<file path="config.mk">
export PLATFORM = sky130hd
export DESIGN_NAME = macc_arbiter
export DESIGN_NICKNAME = d
export VERILOG_FILES = /design/src/rtl/macc_arbiter.sv
export SDC_FILE = /design/constraint.sdc
export NUM_CORES = 1
export LEC_CHECK = 0
export ABC_AREA = 0
export CORE_AREA = 2 2 132 134
export DETAILED_ROUTE_END_ITERATION = 8
export DIE_AREA = 0 0 134 136
export SYNTH_ARGS = -nofsm -noshare
export SYNTH_HDL_FRONTEND = slang
export SYNTH_SLANG_ARGS = --single-unit
</file>
<file path="constraint.sdc">
create_clock -name clk -period 4.2 [get_ports clk]
set_input_delay 0.63 -clock clk [delete_from_list [all_inputs] [get_ports clk]]
set_output_delay 0.63 -clock clk [all_outputs]
set_load 0.02 [all_outputs]
</file>
<file path="src/rtl/macc_arbiter.sv">
// Round-robin, frame-granular arbiter sharing one Macc2 between NCH A/B stream pairs.
// Results return in frame order and carry the producing channel's ID from a tag FIFO.
module macc_arbiter #(
  parameter  int unsigned NCH       = 4,
  parameter  int unsigned ADW       = 24,
  parameter  int unsigned BDW       = 18,
  parameter  int unsigned ODW       = 48,
  parameter  int unsigned TAG_DEPTH = 4,
  localparam int unsigned IDW       = (NCH > 1) ? $clog2(NCH) : 1
) (
  input  logic                 clk,
  input  logic                 rst,
  input  logic [NCH*ADW-1:0]   s_axis_atdata,
  input  logic [NCH-1:0]       s_axis_atvalid,
  output logic [NCH-1:0]       s_axis_atready,
  input  logic [NCH-1:0]       s_axis_atlast,
  input  logic [NCH*BDW-1:0]   s_axis_btdata,
  input  logic [NCH-1:0]       s_axis_btvalid,
  output logic [NCH-1:0]       s_axis_btready,
  output logic [ADW-1:0]       m_macc_atdata,
  output logic                 m_macc_atvalid,
  input  logic                 m_macc_atready,
  output logic                 m_macc_atlast,
  output logic [BDW-1:0]       m_macc_btdata,
  output logic                 m_macc_btvalid,
  input  logic                 m_macc_btready,
  input  logic [ODW-1:0]       s_macc_tdata,
  input  logic                 s_macc_tvalid,
  output logic                 s_macc_tready,
  output logic [ODW-1:0]       m_axis_tdata,
  output logic [IDW-1:0]       m_axis_tid,
  output logic                 m_axis_tvalid,
  input  logic                 m_axis_tready
);

  localparam int unsigned PW = (TAG_DEPTH > 1) ? $clog2(TAG_DEPTH) : 1;
  localparam int unsigned CW = $clog2(TAG_DEPTH + 1);

  typedef enum logic {
    ST_IDLE = 1'b0,
    ST_BUSY = 1'b1
  } state_t;

  state_t          r_state;
  state_t          w_state_nxt;
  logic [IDW-1:0]  r_grant;
  logic [IDW-1:0]  w_grant_nxt;
  logic [IDW-1:0]  r_rr_ptr;
  logic [IDW-1:0]  w_rr_ptr_nxt;
  logic [IDW-1:0]  w_winner;
  logic            w_found;
  logic            w_frame_end;
  logic            w_push;
  logic            w_pop;

  logic [IDW-1:0]  r_tag_mem [TAG_DEPTH];
  logic [PW-1:0]   r_wr_ptr;
  logic [PW-1:0]   r_rd_ptr;
  logic [CW-1:0]   r_count;

  logic [ADW-1:0]  w_adata [NCH];
  logic [BDW-1:0]  w_bdata [NCH];

  for (genvar g = 0; g < NCH; g++) begin : g_unpack
    assign w_adata[g] = s_axis_atdata[g*ADW +: ADW];
    assign w_bdata[g] = s_axis_btdata[g*BDW +: BDW];
  end

  // First requester strictly after rr_ptr, wrapping.
  always_comb begin
    w_found  = 1'b0;
    w_winner = '0;
    for (int unsigned k = 1; k <= NCH; k++) begin
      automatic int unsigned idx;
      idx = (32'(r_rr_ptr) + k) % NCH;
      if (!w_found && s_axis_atvalid[IDW'(idx)]) begin
        w_found  = 1'b1;
        w_winner = IDW'(idx);
      end
    end
  end

  always_ff @(posedge clk) begin
    if (rst) begin
      r_state  <= ST_IDLE;
      r_grant  <= '0;
      r_rr_ptr <= IDW'(NCH - 1);
    end else begin
      r_state  <= w_state_nxt;
      r_grant  <= w_grant_nxt;
      r_rr_ptr <= w_rr_ptr_nxt;
    end
  end

  always_comb begin
    w_state_nxt    = r_state;
    w_grant_nxt    = r_grant;
    w_rr_ptr_nxt   = r_rr_ptr;
    w_frame_end    = 1'b0;
    m_macc_atdata  = '0;
    m_macc_atvalid = 1'b0;
    m_macc_atlast  = 1'b0;
    m_macc_btdata  = '0;
    m_macc_btvalid = 1'b0;
    s_axis_atready = '0;
    s_axis_btready = '0;
    case (r_state)
      ST_IDLE: begin
        if (w_found && (r_count < CW'(TAG_DEPTH))) begin
          w_grant_nxt = w_winner;
          w_state_nxt = ST_BUSY;
        end
      end
      ST_BUSY: begin
        m_macc_atdata           = w_adata[r_grant];
        m_macc_atvalid          = s_axis_atvalid[r_grant];
        m_macc_atlast           = s_axis_atlast[r_grant];
        m_macc_btdata           = w_bdata[r_grant];
        m_macc_btvalid          = s_axis_btvalid[r_grant];
        s_axis_atready[r_grant] = m_macc_atready;
        s_axis_btready[r_grant] = m_macc_btready;
        w_frame_end = s_axis_atvalid[r_grant] && m_macc_atready && s_axis_atlast[r_grant];
        if (w_frame_end) begin
          w_rr_ptr_nxt = r_grant;
          w_state_nxt  = ST_IDLE;
        end
      end
      default: w_state_nxt = ST_IDLE;
    endcase
  end

  // Result path is a straight pass-through; only the ID comes from the tag FIFO.
  assign m_axis_tdata  = s_macc_tdata;
  assign m_axis_tvalid = s_macc_tvalid;
  assign s_macc_tready = m_axis_tready;
  assign m_axis_tid    = r_tag_mem[r_rd_ptr];

  assign w_push = w_frame_end;
  assign w_pop  = s_macc_tvalid && m_axis_tready && (r_count != '0);

  function automatic logic [PW-1:0] ptr_inc(input logic [PW-1:0] p);
    return (32'(p) == TAG_DEPTH - 1) ? '0 : p + PW'(1);
  endfunction

  always_ff @(posedge clk) begin
    if (w_push) begin
      r_tag_mem[r_wr_ptr] <= r_grant;
    end
  end

  always_ff @(posedge clk) begin
    if (rst) begin
      r_wr_ptr <= '0;
      r_rd_ptr <= '0;
      r_count  <= '0;
    end else begin
      if (w_push) r_wr_ptr <= ptr_inc(r_wr_ptr);
      if (w_pop)  r_rd_ptr <= ptr_inc(r_rd_ptr);
      case ({w_push, w_pop})
        2'b10:   r_count <= r_count + CW'(1);
        2'b01:   r_count <= r_count - CW'(1);
        default: r_count <= r_count;
      endcase
    end
  end

`ifndef SYNTHESIS
  a_result_has_tag: assert property (@(posedge clk) disable iff (rst)
    !(s_macc_tvalid && (r_count == '0)))
    else $error("macc_arbiter: Macc2 result with empty tag FIFO");
`endif

endmodule

</file>
## Word level (Yosys, flattened, before mapping)

Memories as Yosys holds them, arrays and structs flattened. A register that Yosys moved wholly into a read port is not among the register bits.
Cells that the tools add are included.

- Add/subtract/negate cells: 8
- Order comparisons: 8
- Equal/unequal tests: 4
- Mux-type cells: 48
- Bitwise logic cells: 4
- Reduce and logical (&&, ||, !) cells: 16

Operators by type and width:

| kind | number |
|---|---|
| two-way mux 24 bit | 3 |
| two-way mux 18 bit | 3 |
| binary-select mux 24 bit (select 2 bit) | 1 |
| binary-select mux 18 bit (select 2 bit) | 1 |
| two-way mux 1 bit | 20 |
| two-way mux 2 bit | 8 |
| < comparator 2 x 3 -> 1 bit (second input constant) | 5 |
| binary-select mux 1 bit (select 2 bit) | 7 |
| logical AND 1 bit | 9 |
| adder 2 x 1 -> 2 bit (second input constant) | 4 |
| bitwise AND 4 bit | 2 |
| two-way mux 4 bit | 2 |
| equality test 2 bit (second input constant) | 3 |
| one-hot mux 3 bit (2 select lines) | 1 |
| adder 2 bit (second input constant) | 2 |
| AND reduction 2 bit | 2 |
| adder 3 x 1 -> 3 bit (second input constant) | 1 |
| greater-or-equal comparator 3 bit (second input constant) | 1 |
| logical NOT 1 bit | 3 |
| < comparator 3 bit (second input constant) | 1 |
| inverter 2 -> 3 bit | 1 |
| nonzero test 3 bit | 1 |
| subtractor 3 x 1 -> 3 bit (second input constant) | 1 |
| demux 1 bit (select 2 bit) | 1 |
| 5 further kinds | 5 |

- Bits in registers: 12
- Memory bits (writable): 8
- Input port bits: 234
- Output and inout port bits: 105
- Word-level logic and storage cells: 95
- Memories: 1

Memory list:

| name | depth | width | rd ports | clocked after Yosys merged registers in | write ports | line | source |
|---|---|---|---|---|---|---|---|
| r_tag_mem | 4 | 2 | 1 | 1 | 1 | 56 | `logic [IDW-1:0] r_tag_mem [TAG_DEPTH];` |

## Depth between registers and ports, before layout

- Depth after elaboration: 16
- Depth in mapped cells: 11
- Gate-level depth less buffers: 10

## Worst setup path before layout

OpenSTA, ideal clock, no wires.

- Kind: in2reg
- From: in s_axis_atvalid[3]
- To: reg r_count[2]
- Arrival: 2489 ps
- Slack: 1640 ps
- Stages: 10
- Path buffers: 0
- Path through: mux4_2 inv_2 nor2_2 inv_1 ha_1 inv_1 fa_1 xor2_1 or3_1 a21oi_1

- Longest elaborated chain between the ends: 7

RTL lines:

| what | line | source |
|---|---|---|
| start: declaration | 14 | `input logic [NCH-1:0] s_axis_atvalid,` |
| binary-select mux 1 bit (select 2 bit) * | 122 | `w_frame_end = s_axis_atvalid[r_grant] && m_macc_atready && s_axis_atlast[r_grant];` |
| two-way mux 1 bit (not written as such) * | 122 |  |
| logical AND 1 bit * (2 in series) | 122 |  |
| two-way mux 1 bit * | 107 | `case (r_state)` |
| equality test 2 x 1 -> 1 bit or equality test 2 bit (tied branches) | 159 | `case ({w_push, w_pop})` |
| one-hot mux 3 bit (2 select lines) or nonzero test 2 bit (tied branches) | -- |  |
| end signal: assignment | 160 | `2'b10: r_count <= r_count + CW'(1);` |
| end signal: assignment | 161 | `2'b01: r_count <= r_count - CW'(1);` |
| end signal: assignment | 162 | `default: r_count <= r_count;` |
| end: declaration | 59 | `logic [CW-1:0] r_count;` |

Every way passes the cells marked *; elsewhere a longest branch is shown, timed or not. The select of a mux whose other input is x is not followed.
A chain may end at the register's enable or synchronous reset.

## Worst setup path after layout

- From: reg r_grant[1]
- To: out m_macc_atdata[6]

- Longest elaborated chain between the ends: 5

RTL lines:

| what | line | source |
|---|---|---|
| start: declaration | 46 | `logic [IDW-1:0] r_grant;` |
| start signal: assignment | 90 | `r_grant <= w_grant_nxt;` |
| inverter 2 -> 3 bit (not written as such) | 115 | `m_macc_atdata = w_adata[r_grant];` |
| binary-select mux 24 bit (select 2 bit) | 115 |  |
| two-way mux 24 bit (not written as such) (2 in series) | 115 |  |
| two-way mux 24 bit | 107 |  |
| end: declaration | 20 | `output logic [ADW-1:0] m_macc_atdata,` |

Every way passes these cells. The select of a mux whose other input is x is not followed.

==> flow_summary.ini <==
[clock_tree]
postCtsSetupBuffers = 0
cts_buffers = 3
tritoncts = done
hold_buffers = 0
cts_resized = 0
max-clock-path-buffers = 2
htree_levels = 1
insertion_delay_ns = 0.25
clock-sinks = 22
cts.reportedPaths.clkPinSlew_ns = 0.06
cts_root_buf = clkbuf_16

[power]
p_comb_share_pct = 51.5
p_clk_share_pct = 24.5
power.leakage_uw = 0.00177
p_sw_uw = 298
power_density_nw_per_um2 = 205
netSwitchingFraction_pct = 27.8
ir_worst_vdd_uv = 122
seqPwrFrac_pct = 24.0
internal_power_uw = 775
p_total_uw = 1070

[setup_path]
cp.arrival_ns = 2.57
r2r_setup_slack_ns = 1.16
rr_startpoint = r_grant[1]
start_kind = flop
worstPathMaxFanout = 31
critPathKind = flop to primary output
critPathCaptureType = primary output
reg2reg_to = r_count[2]
required_ns = 3.57
rr_worst_depth = 10

[sta]
fmax_ghz = 0.312
fin_crit_sh_pct = 76.2
setup_violations = 0
period_minus_slack_ns = 3.20
tns_ns = 0
clock_skew_ns = 0.00210
setup_slack_ns = 0.998
relSlewSlack_pct = 40.8
finalMaxSlewViolations = 0
rsz0062_at_grt = no
hold_violations = 0
worst_slew_pin_slew_ns = 0.878

[global_route]
grt_pass1_wl_um = 18400
antenna_found_initial = 0
grt_max_degree = 38
gr-usage-all-layers_pct = 13.4
grt_pass1_vias = 3066
overflow = 0

[logic_synthesis]
yosysWarnings = 0
synth_top_area_share_pct = 36.7
synth_area_sq_um = 2820
syn_avg_cell_area_sq_um = 10.5
synthFlopType = dfxtp_1
ys_types = 37
synth_area_leaders = mux4_2 (37%), buf_4 (13%), dfxtp_1 (9.9%)
synthesis.nets = 509
ys_seq_area_share_pct = 18.5
async_flop_share_pct = 0
synth_edf_count = 8
synth_area_leader_cell = mux4_2
synthCells = 268
post-synth-top-count-cell = buf_4
ys_ff_latch = 22
synth_common_cells = buf_4 (50), mux4_2 (46), and2_1 (44)

[min_path]
timing.hold.worst_path_depth = 2
min_from = r_rd_ptr[1]
timing.hold.worst.class = flop to flop
holdPathEnd = r_rd_ptr[1]

[floorplan]
io_pins = 339
dieArea_sq_um = 18200
rows = 48
chipHeight_um = 136
core_area_sq_um = 16900
initial_core_util_pct = 16.7
dieWidth_um = 134

[drt]
wirelength_um = 13300
dr.pass1.iters = 4
initialDrtViolationCount = 100
ant_nets = 0
vias_per_cell = 4.24
num_vias = 2857
wl_per_cell_um = 19.7
drt_drc_violations_left = 0

[place]
dpl.hpwl_um = 11500
place_congestion = 0.823
port_buffers = 242
place_ws_ns = 0.890

[cells_and_area]
diodes = 0
syn2layout_area_growth_pct = 85.3
nets = 691
layout-drive-gt1-share_pct = 12.7

[run]
cap_violations = 0

[outcome]
outcome = finished, final reports clean
==> per-layer routing <==
layer | vias to the layer above | wire length (um) | track usage [%] | share of wire [%]
li1 | 1295 | - | - | -
met1 | 1379 | 4770 | 14.8 | 36
met2 | 179 | 7310 | 26.1 | 55
met3 | 4 | 1050 | 3.73 | 7.9
met4 | 0 | 170 | 1.54 | 1.3
met5 | - | 0 | 0 | 0
==> area by class of cell <==
cell class	instances	area [sq um]
Fill cell	1712	11700
Multi-Input combinational cell	167	1800
Clock buffer	3	75.1
Tap cell	225	282
Sequential cell	22	526
Timing Repair Buffer	245	2470
Clock inverter	1	30.0
Inverter	11	41.3
==> placed cells by master (no fill, tap or decap), types with 2 or more instances in the layout <==
cell and n:
clkdlybuf4s50_1 242, nor2_1 13, and2_1 44, mux4_2 46, buf_12 2, o22ai_1 2, o21ai_0 2, or3_1 3
a21oi_1 9, ha_1 6, and3_1 5, inv_1 10, edfxtp_1 8, nand3_1 3, nand2_1 6, nor3_1 7
dfxtp_1 12, nand2b_1 3, clkbuf_16 3, xor2_1 2, mux2i_1 3
==> registers in the layout, indices dropped and copies added (netlist names), named ones only <==
register	flops
r_state	1
r_count	3
r_rd_ptr	2
r_wr_ptr	2
r_tag_mem	8
r_grant	2
r_rr_ptr	2
==> worst max path at each step <==
stage                 startpoint                to  depth (start not counted)
6_report              r_grant[1]  m_macc_atdata[6]                          4
3_3_place_gp   s_axis_atvalid[3]        r_count[2]                         11
3_5_place_dp   s_axis_atvalid[3]        r_count[2]                         11
5_1_grt               r_grant[0]  m_macc_atdata[6]                          4
4_1_cts               r_grant[0]  m_macc_atdata[6]                          4
2_1_floorplan  s_axis_atvalid[3]        r_count[2]                         10
==> cells by family after synthesis <==
logic type	synth area share (%)
compound gates	4.39
xor+xnor	0.621
fa+ha+maj	3.37
buf+inv	17.7
flops	18.5
mux	37.8
simple gates	17.7
==> critical path: stages (launching register included) <==
cell	delay [ns]
dfxtp_2	0.91
buf_12	0.28
mux4_2	0.32
and2_1	0.20
clkdlybuf4s50_1	0.57
==> through the flow <==
step / instance area [sq um] / hold slack, ns / utilization, % / std cells
global route: 5230 / 0.528 / 31.0 / 674
finish: 5230 / 0.488 / 31.0 / 674
floorplan: 2820 / 0.454 / - / 268
detailed placement: 5120 / 0.482 / 30.3 / 670
global placement: 5120 / 0.471 / 30.3 / 670
CTS: 5230 / 0.490 / 31.0 / 674
==> power by group through the flow <==
stage,sequential [uW],combinational [uW],clock (uW)
final,258,552,263
after global routing,262,584,278
after CTS,259,559,268
after detailed placement,264,556,0
after global placement,262,549,0
after floorplan,237,330,0
(Power assumes the default switching activity.)
